$ cat config.mk
export PLATFORM = sky130hd
export DESIGN_NAME = mt_arbiter_flat
export DESIGN_NICKNAME = d
export VERILOG_FILES = /design/src/rtl/mt_arbiter_if.sv /design/src/rtl/mt_arbiter.sv /design/src/flat_wrapper.sv
export SDC_FILE = /design/constraint.sdc
export NUM_CORES = 1
export LEC_CHECK = 0
export CAP_MARGIN = 15
export CORE_UTILIZATION = 43
export CTS_CLUSTER_DIAMETER = 60
export DETAILED_ROUTE_END_ITERATION = 7
export PLACE_DENSITY_LB_ADDON = 0.08
export SLEW_MARGIN = 30
export SYNTH_ARGS = -nofsm -noshare
export SYNTH_HDL_FRONTEND = slang
export SYNTH_SLANG_ARGS = --single-unit
$ cat constraint.sdc
create_clock -name clk -period 5.45 [get_ports clk]
set_input_delay 1.09 -clock clk [delete_from_list [all_inputs] [get_ports clk]]
set_output_delay 1.09 -clock clk [all_outputs]
set_load 0.005 [all_outputs]
$ cat src/rtl/mt_arbiter_if.sv
// Requester-side bundle of mt_arbiter: draw requests, reseed control and grant/result outputs.
interface mt_arbiter_if #(
  parameter int unsigned NREQ = 4
);
  logic [NREQ-1:0] req;
  logic            reseed;
  logic [31:0]     seed_in;
  logic [NREQ-1:0] gnt_valid;
  logic [31:0]     r_data;
  logic            busy;
  logic [31:0]     draw_cnt;

  modport master (
    output req, reseed, seed_in,
    input  gnt_valid, r_data, busy, draw_cnt
  );

  modport slave (
    input  req, reseed, seed_in,
    output gnt_valid, r_data, busy, draw_cnt
  );
endinterface

$ cat src/rtl/mt_arbiter.sv
// Round-robin sharing of one MTwister among NREQ requesters; sequences twister
// reset/seeding, waits out regeneration, and issues one trig per granted draw.
module mt_arbiter #(
  parameter int unsigned NREQ         = 4,
  parameter logic [31:0] SEED_DEFAULT = 32'd5489,
  parameter int unsigned SETTLE_CYC   = 1
) (
  input  logic        clk,
  input  logic        rst_n,
  mt_arbiter_if.slave bus,
  output logic        mt_rst,
  output logic [31:0] mt_seed,
  output logic        mt_trig,
  input  logic [31:0] mt_num,
  input  logic        mt_ready
);

  localparam int unsigned PW = (NREQ > 1) ? $clog2(NREQ) : 1;
  localparam int unsigned CW = $clog2(SETTLE_CYC + 1);

  typedef enum logic [1:0] {
    ST_SEED,
    ST_WAIT,
    ST_IDLE,
    ST_SETTLE
  } state_t;

  state_t          state_q, state_d;
  logic [31:0]     seed_q, seed_d;
  logic            reseed_pend_q, reseed_pend_d;
  logic [NREQ-1:0] gnt_q, gnt_d;
  logic [31:0]     r_data_q, r_data_d;
  logic [31:0]     draw_cnt_q, draw_cnt_d;
  logic [PW-1:0]   rr_ptr_q, rr_ptr_d;
  logic [CW-1:0]   settle_cnt_q, settle_cnt_d;

  logic            gnt_found;
  logic [PW-1:0]   gnt_idx;
  logic [PW-1:0]   cand_idx;
  int unsigned     cand;
  logic            reseed_now;
  logic            grant_go;

  // First asserted request at or after rr_ptr, wrapping modulo NREQ.
  always_comb begin
    gnt_found = 1'b0;
    gnt_idx   = '0;
    cand      = 0;
    cand_idx  = '0;
    for (int unsigned i = 0; i < NREQ; i++) begin
      cand = 32'(rr_ptr_q) + i;
      if (cand >= NREQ) cand = cand - NREQ;
      cand_idx = PW'(cand);
      if (!gnt_found && bus.req[cand_idx]) begin
        gnt_found = 1'b1;
        gnt_idx   = cand_idx;
      end
    end
  end

  // A reseed pulse arriving in the same IDLE cycle as a request pre-empts the grant.
  assign reseed_now = reseed_pend_q || bus.reseed;
  assign grant_go   = (state_q == ST_IDLE) && !reseed_now && mt_ready && gnt_found;

  always_comb begin
    state_d      = state_q;
    seed_d       = seed_q;
    gnt_d        = '0;
    r_data_d     = r_data_q;
    draw_cnt_d   = draw_cnt_q;
    rr_ptr_d     = rr_ptr_q;
    settle_cnt_d = settle_cnt_q;

    if (bus.reseed) seed_d = bus.seed_in;
    // Any pending or fresh reseed seen in IDLE is serviced right there.
    reseed_pend_d = (state_q == ST_IDLE) ? 1'b0 : (reseed_pend_q || bus.reseed);

    unique case (state_q)
      ST_SEED: state_d = ST_WAIT;
      ST_WAIT: if (mt_ready) state_d = ST_IDLE;
      ST_IDLE: begin
        if (reseed_now) begin
          draw_cnt_d = '0;
          state_d    = ST_SEED;
        end else if (grant_go) begin
          r_data_d          = mt_num;
          gnt_d[gnt_idx]    = 1'b1;
          rr_ptr_d          = (gnt_idx == PW'(NREQ - 1)) ? '0 : gnt_idx + PW'(1);
          draw_cnt_d        = draw_cnt_q + 32'd1;
          settle_cnt_d      = '0;
          state_d           = ST_SETTLE;
        end
      end
      ST_SETTLE: begin
        if (settle_cnt_q == CW'(SETTLE_CYC - 1)) begin
          state_d = ST_IDLE;
        end else begin
          settle_cnt_d = settle_cnt_q + CW'(1);
        end
      end
      default: state_d = ST_SEED;
    endcase
  end

  always_ff @(posedge clk) begin
    if (!rst_n) begin
      state_q       <= ST_SEED;
      seed_q        <= SEED_DEFAULT;
      reseed_pend_q <= 1'b0;
      gnt_q         <= '0;
      r_data_q      <= '0;
      draw_cnt_q    <= '0;
      rr_ptr_q      <= '0;
      settle_cnt_q  <= '0;
    end else begin
      state_q       <= state_d;
      seed_q        <= seed_d;
      reseed_pend_q <= reseed_pend_d;
      gnt_q         <= gnt_d;
      r_data_q      <= r_data_d;
      draw_cnt_q    <= draw_cnt_d;
      rr_ptr_q      <= rr_ptr_d;
      settle_cnt_q  <= settle_cnt_d;
    end
  end

  assign mt_rst        = !rst_n || (state_q == ST_SEED);
  assign mt_seed       = seed_q;
  assign mt_trig       = grant_go;
  assign bus.gnt_valid = gnt_q;
  assign bus.r_data    = r_data_q;
  assign bus.draw_cnt  = draw_cnt_q;
  assign bus.busy      = (state_q != ST_IDLE) || !mt_ready;

endmodule
$ cat src/flat_wrapper.sv
// flat-port wrapper written by rule: the top's interface ports become plain ports
module mt_arbiter_flat 
#(
  parameter int unsigned NREQ         = 4,
  parameter logic [31:0] SEED_DEFAULT = 32'd5489,
  parameter int unsigned SETTLE_CYC   = 1
)
  (clk, rst_n, mt_rst, mt_seed, mt_trig, mt_num, mt_ready, bus_req, bus_reseed, bus_seed_in, bus_gnt_valid, bus_r_data, bus_busy, bus_draw_cnt);
  mt_arbiter_if #(.NREQ(NREQ)) bus_i ();
  input  logic clk;
  input  logic rst_n;
  output logic mt_rst;
  output logic [31:0] mt_seed;
  output logic mt_trig;
  input  logic [31:0] mt_num;
  input  logic mt_ready;
  input wire logic [$bits(bus_i.req)-1:0] bus_req;
  input wire logic [$bits(bus_i.reseed)-1:0] bus_reseed;
  input wire logic [$bits(bus_i.seed_in)-1:0] bus_seed_in;
  output wire logic [$bits(bus_i.gnt_valid)-1:0] bus_gnt_valid;
  output wire logic [$bits(bus_i.r_data)-1:0] bus_r_data;
  output wire logic [$bits(bus_i.busy)-1:0] bus_busy;
  output wire logic [$bits(bus_i.draw_cnt)-1:0] bus_draw_cnt;
  assign bus_i.req = bus_req;
  assign bus_i.reseed = bus_reseed;
  assign bus_i.seed_in = bus_seed_in;
  assign bus_gnt_valid = bus_i.gnt_valid;
  assign bus_r_data = bus_i.r_data;
  assign bus_busy = bus_i.busy;
  assign bus_draw_cnt = bus_i.draw_cnt;
  mt_arbiter #(.NREQ(NREQ), .SEED_DEFAULT(SEED_DEFAULT), .SETTLE_CYC(SETTLE_CYC)) u_core (.clk(clk), .rst_n(rst_n), .bus(bus_i), .mt_rst(mt_rst), .mt_seed(mt_seed), .mt_trig(mt_trig), .mt_num(mt_num), .mt_ready(mt_ready));
endmodule
# Word level (Yosys, flattened, before mapping)
# Index checks and enable logic that the tools add are counted.
dict set report totals {
  word_cells 101
  regBits 106
  out_inout_bits 103
}
dict set report op_classes {
  n_eq_ne 10
  bitwise 4
  n_reduce_logical 25
  addsub 10
  muxes 34
  magnitude_cmp 10
}
# op n
set ops {}
lappend ops {{32-bit two-way mux} 2}
lappend ops {{32-bit by 1-bit adder with 32-bit output (second input constant)} 1}
lappend ops {{2-bit two-way mux} 13}
lappend ops {{2-bit by 3-bit less-than comparator with 1-bit output (second input constant)} 5}
lappend ops {{1-bit two-way mux} 12}
lappend ops {{2-bit != test (second input constant)} 5}
lappend ops {{3-bit greater-or-equal comparator (second input constant)} 3}
lappend ops {{3-bit AND reduction} 3}
lappend ops {{1-bit binary-select mux with 2-bit select} 4}
lappend ops {{2-bit one-hot mux with 4 select lines} 1}
lappend ops {{2-bit by 1-bit subtractor with 2-bit output (second input constant)} 4}
lappend ops {{1-bit logical AND} 7}
lappend ops {{2-bit by 2-bit adder with 3-bit output (second input constant)} 2}
lappend ops {{2-bit == test (second input constant)} 3}
lappend ops {{1-bit logical NOT} 6}
lappend ops {{1-bit inverter} 4}
lappend ops {{2-bit nonzero test} 2}
lappend ops {{4-bit OR reduction} 1}
lappend ops {{2-bit by 1-bit adder with 3-bit output (second input constant)} 1}
lappend ops {{2-bit by 3-bit greater-or-equal comparator with 1-bit output (second input constant)} 1}
lappend ops {{1-bit logical OR} 3}
lappend ops {{3-bit by 2-bit != test with 1-bit output (second input constant)} 1}
lappend ops {{2-bit by 1-bit adder with 2-bit output (second input constant)} 1}
lappend ops {{1-bit demux with 2-bit select} 1}
lappend ops {{other kinds (7)} 7}

# Depth between registers and ports, before layout
dict set report logic_depth {
  depth_word 18
  depth_mapped 8
  mapped_depth_nobuf 7
}

# Worst setup path before layout
# Ideal clock, no wire load.
dict set report synth_path {
  kind {input-to-output}
  startpoint {input port bus_reseed}
  endpoint {output port mt_trig}
  n_path_buf 3
  stages 6
  path_slack_ps 2151
  required_ps 4360
  arrival_ps 2209
  cell_sequence {buf_6 or2_1 or3_1 buf_6 inv_6 buf_2}
}
dict set report synth_via {
  elab_chain_len 5
}
# item line
set synth_rtl {}
lappend synth_rtl {{from (decl)} flat_wrapper.sv:18} ;# input wire logic [$bits(bus_i.reseed)-1:0] bus_reseed;
lappend synth_rtl {{1-bit logical OR} mt_arbiter.sv:62} ;# assign reseed_now = reseed_pend_q || bus.reseed;
lappend synth_rtl {{1-bit logical NOT} mt_arbiter.sv:63} ;# assign grant_go = (state_q == ST_IDLE) && !reseed_now && mt_ready && gnt_found;
lappend synth_rtl {{1-bit logical AND (3 in a row)} mt_arbiter.sv:63}
lappend synth_rtl {{to (decl)} flat_wrapper.sv:14} ;# output logic mt_trig;
# Every way passes these cells.

# Final worst setup path
# Ends and elaborated chain as after synthesis.

==> results.cfg <==
[timing]
fmax_mhz = 228
whs_ns = 0.457
tightestPinTransition_ns = 0.981
slew-limit-headroom_pct = 34.6
final.setup_skew_ns = 0.0131
final_critical_path_setup_slack_ns = 1.06
setup_violations = 0
timing.final.max_slew_violations = 0
finalCriticalPeriod_ns = 4.39
fin_tns_setup_ns = 0
grt_setup_unrepaired = false
hold_viol = 0
layout_worst_path_cycle_share_pct = 80.5

[critical_path]
slowest_delay_ns = 0.58
worst_setup_path_end_kind = output port
path_cells = buf_2 > or2_1 > or3_1 > inv_6 > clkdlybuf4s50_1
critical_path_top_delay_cell = sky130_fd_sc_hd__clkdlybuf4s50_1
timing_worst_setup_path_type = input pin to output port
cp.arrival_ns = 3.30
buffers_inverters_on_critical_path = 3
cpLargestDelayFamily = buffers and inverters
crit_path_start_kind = input pin
cp_max_fo = 55
required_ns = 4.36

[logic_synthesis]
ys.warnings.count = 0
post_synth_main_area_contributors = sky130_fd_sc_hd__dfxtp_1 48%, sky130_fd_sc_hd__nand2_1 8.2%, sky130_fd_sc_hd__mux2i_1 7.9%, sky130_fd_sc_hd__a21oi_1 6.1%, sky130_fd_sc_hd__nor2_1 2.9%
post_synth_instance_area_um2 = 4420
synth-async-reset-ratio_pct = 0
sequential_fraction_of_the_synthesis_area_pct = 47.6
ys_seq_elements = 105
postSynthCellCount = 503
yosys.area.top_type = sky130_fd_sc_hd__dfxtp_1
post_synth.cell_area_avg_um2 = 8.79
synth_largest_type_area_fraction_pct = 47.6
synth.distinct_cells = 49
synth-edff-count = 0
dominantRegCellSynth = sky130_fd_sc_hd__dfxtp_1
postSynthNetCount = 580

[status]
outcome = finished, final reports clean

[die]
start_util_pct = 44.8
chipHeight_um = 103
coreArea_um2 = 9860
floorplan_die_width_um = 103
design.die.area_um2 = 10700
io_pins = 175
rows = 36

[place]
io_buffer_count = 174
dp_hpwl_um = 8360
finalWeightedCongestion = 0.870
dp_worst_setup_slack_ns = 1.05

[hold_path]
hold_path.class = flip-flop to flip-flop

[route]
dr.first_iter.drc_count = 213
route.vias.total = 4238
detail_route.wl_per_cell_um = 15.0
detailedRoute.firstPassIterationCount = 4
routed_via_density = 5.34
route.final.wire_length_um = 11900
drt_drc_violations_left = 0
route.antenna.remaining_nets = 0

[clocking]
clk_root_buffer_cell = sky130_fd_sc_hd__clkbuf_8
cts_repair_resize_count = 0
worstSkewPairLatency_ns = 0.35
post-cts-setup-buffer-count = 0
clkSlewWorstSetupHoldPaths_ns = 0.10
tritoncts = built
clock-sinks = 105
cts_hold_repair.buffers = 0
clock_path_buffers = 2
cts_buffers = 9
htree_num_levels = 3

[power_and_ir_drop]
power.ir.vdd_worst_uv = 123
power_leakage_uw = 0.00238
power.density_cell_area_nw_per_um2 = 234
power.total_uw = 1500

[global_routing]
grt_util_all_layers_pct = 21.5
number_of_global_route_vias_before_repair = 3786
leftover_overflow_at_the_end_of_global_routing = 0
largest_net_degree_at_the_start_of_global_routing = 67
antenna_violations_before_repair = 0
grt_first_pass_wirelength_um = 18100

[cells_and_area]
layout-drive-gt1-share_pct = 3.93
commonest_non_fill_non_tap_cell_in_the_layout = sky130_fd_sc_hd__clkdlybuf4s50_1
nets = 734
antenna_cells = 0
layout-area-overhead-vs-synth_pct = 45.0
fill_cells = 816
layout.cells.most_common_list = 173 x sky130_fd_sc_hd__clkdlybuf4s50_1, 105 x sky130_fd_sc_hd__dfxtp_1, 96 x sky130_fd_sc_hd__nand2_1

[run]
drv_cap = 0
flip-flops by register name, indices dropped and copies added (netlist names):
name                  flops
u_core.bus.draw_cnt      32
u_core.bus.r_data        32
u_core.mt_seed           32
u_core.bus.gnt_valid      4
u_core.rr_ptr_q           2
u_core.state_q            2
u_core.reseed_pend_q      1
report_power, final:
group / total (µW) / switching, µW / internal (µW)
logic: 163 / 65.6 / 97.2
registers: 795 / 10.5 / 785
clock network: 540 / 258 / 283
logic make-up after synthesis:
group	synth area share (%)
adder cells (fa/ha/maj)	1.42
flip-flops	47.6
multiplexers	7.93
buffers and inverters	4.70
AO/OA/AOI/OAI	16.8
AND/OR/NAND/NOR	21.6
through the flow:
step / cells / instance area, µm² / utilization (%)
after floorplan: 503 / 4420 / -
after global placement: 779 / 6180 / 62.6
after detailed placement: 779 / 6180 / 62.6
after CTS: 794 / 6410 / 65.0
after global routing: 794 / 6410 / 65.0
final: 794 / 6410 / 65.0
per-layer routing:
metal	global-route usage [%]	vias to the layer above	routed length, µm
li1	-	2102	-
met1	27.3	1961	5140
met2	35.4	169	5500
met3	6.59	6	1160
met4	5.85	0	72
met5	0	-	0
layout make-up:
cell class	count	area [µm²]	area share [%]
clock buffers	11	151	2.36
clock inverters	4	76.3	1.19
inverters	8	35.0	0.547
multi-input cells	355	2110	32.9
flip-flops and latches	105	2100	32.8
well taps	133	166	2.60
repair buffers	178	1770	27.6
tightest hold or removal path, delay by kind of cell, from the launching register on:
kind	cells	cell delay, ns
compound gates	1	0.05
simple gates	1	0.05
flops	1	0.32
path summary, 6_finish.rpt:
check / cells after the start / end / slack, ns / from
worst max-delay path: 5 / mt_trig / 1.06 / bus_reseed
worst min-delay path: 2 / u_core.bus.r_data[10] / 0.46 / u_core.bus.r_data[10]
worst min register to register: 2 / u_core.bus.r_data[10] / 0.46 / u_core.bus.r_data[10]
worst max register to register: 5 / u_core.bus.draw_cnt[22] / 3.21 / u_core.bus.draw_cnt[0]
cells in the mapped netlist, types with 3 or more instances:
cell	number
sky130_fd_sc_hd__clkbuf_1	22
sky130_fd_sc_hd__a21o_1	5
sky130_fd_sc_hd__o31ai_1	7
sky130_fd_sc_hd__nand4_1	8
sky130_fd_sc_hd__dfxtp_1	105
sky130_fd_sc_hd__or4_1	7
sky130_fd_sc_hd__buf_6	4
sky130_fd_sc_hd__nor2_1	34
sky130_fd_sc_hd__and3_1	16
sky130_fd_sc_hd__nor4_1	4
sky130_fd_sc_hd__o21ai_0	12
sky130_fd_sc_hd__and4_1	9
sky130_fd_sc_hd__a21oi_1	54
sky130_fd_sc_hd__a41oi_1	8
sky130_fd_sc_hd__o211ai_1	5
sky130_fd_sc_hd__ha_1	5
sky130_fd_sc_hd__inv_1	7
sky130_fd_sc_hd__a31oi_1	3
sky130_fd_sc_hd__nand3_1	4
sky130_fd_sc_hd__mux2i_1	35
sky130_fd_sc_hd__and2_1	4
sky130_fd_sc_hd__buf_2	6
sky130_fd_sc_hd__nand2_1	96
sky130_fd_sc_hd__nand2b_1	8
Power figures use the tool's default switching activity.
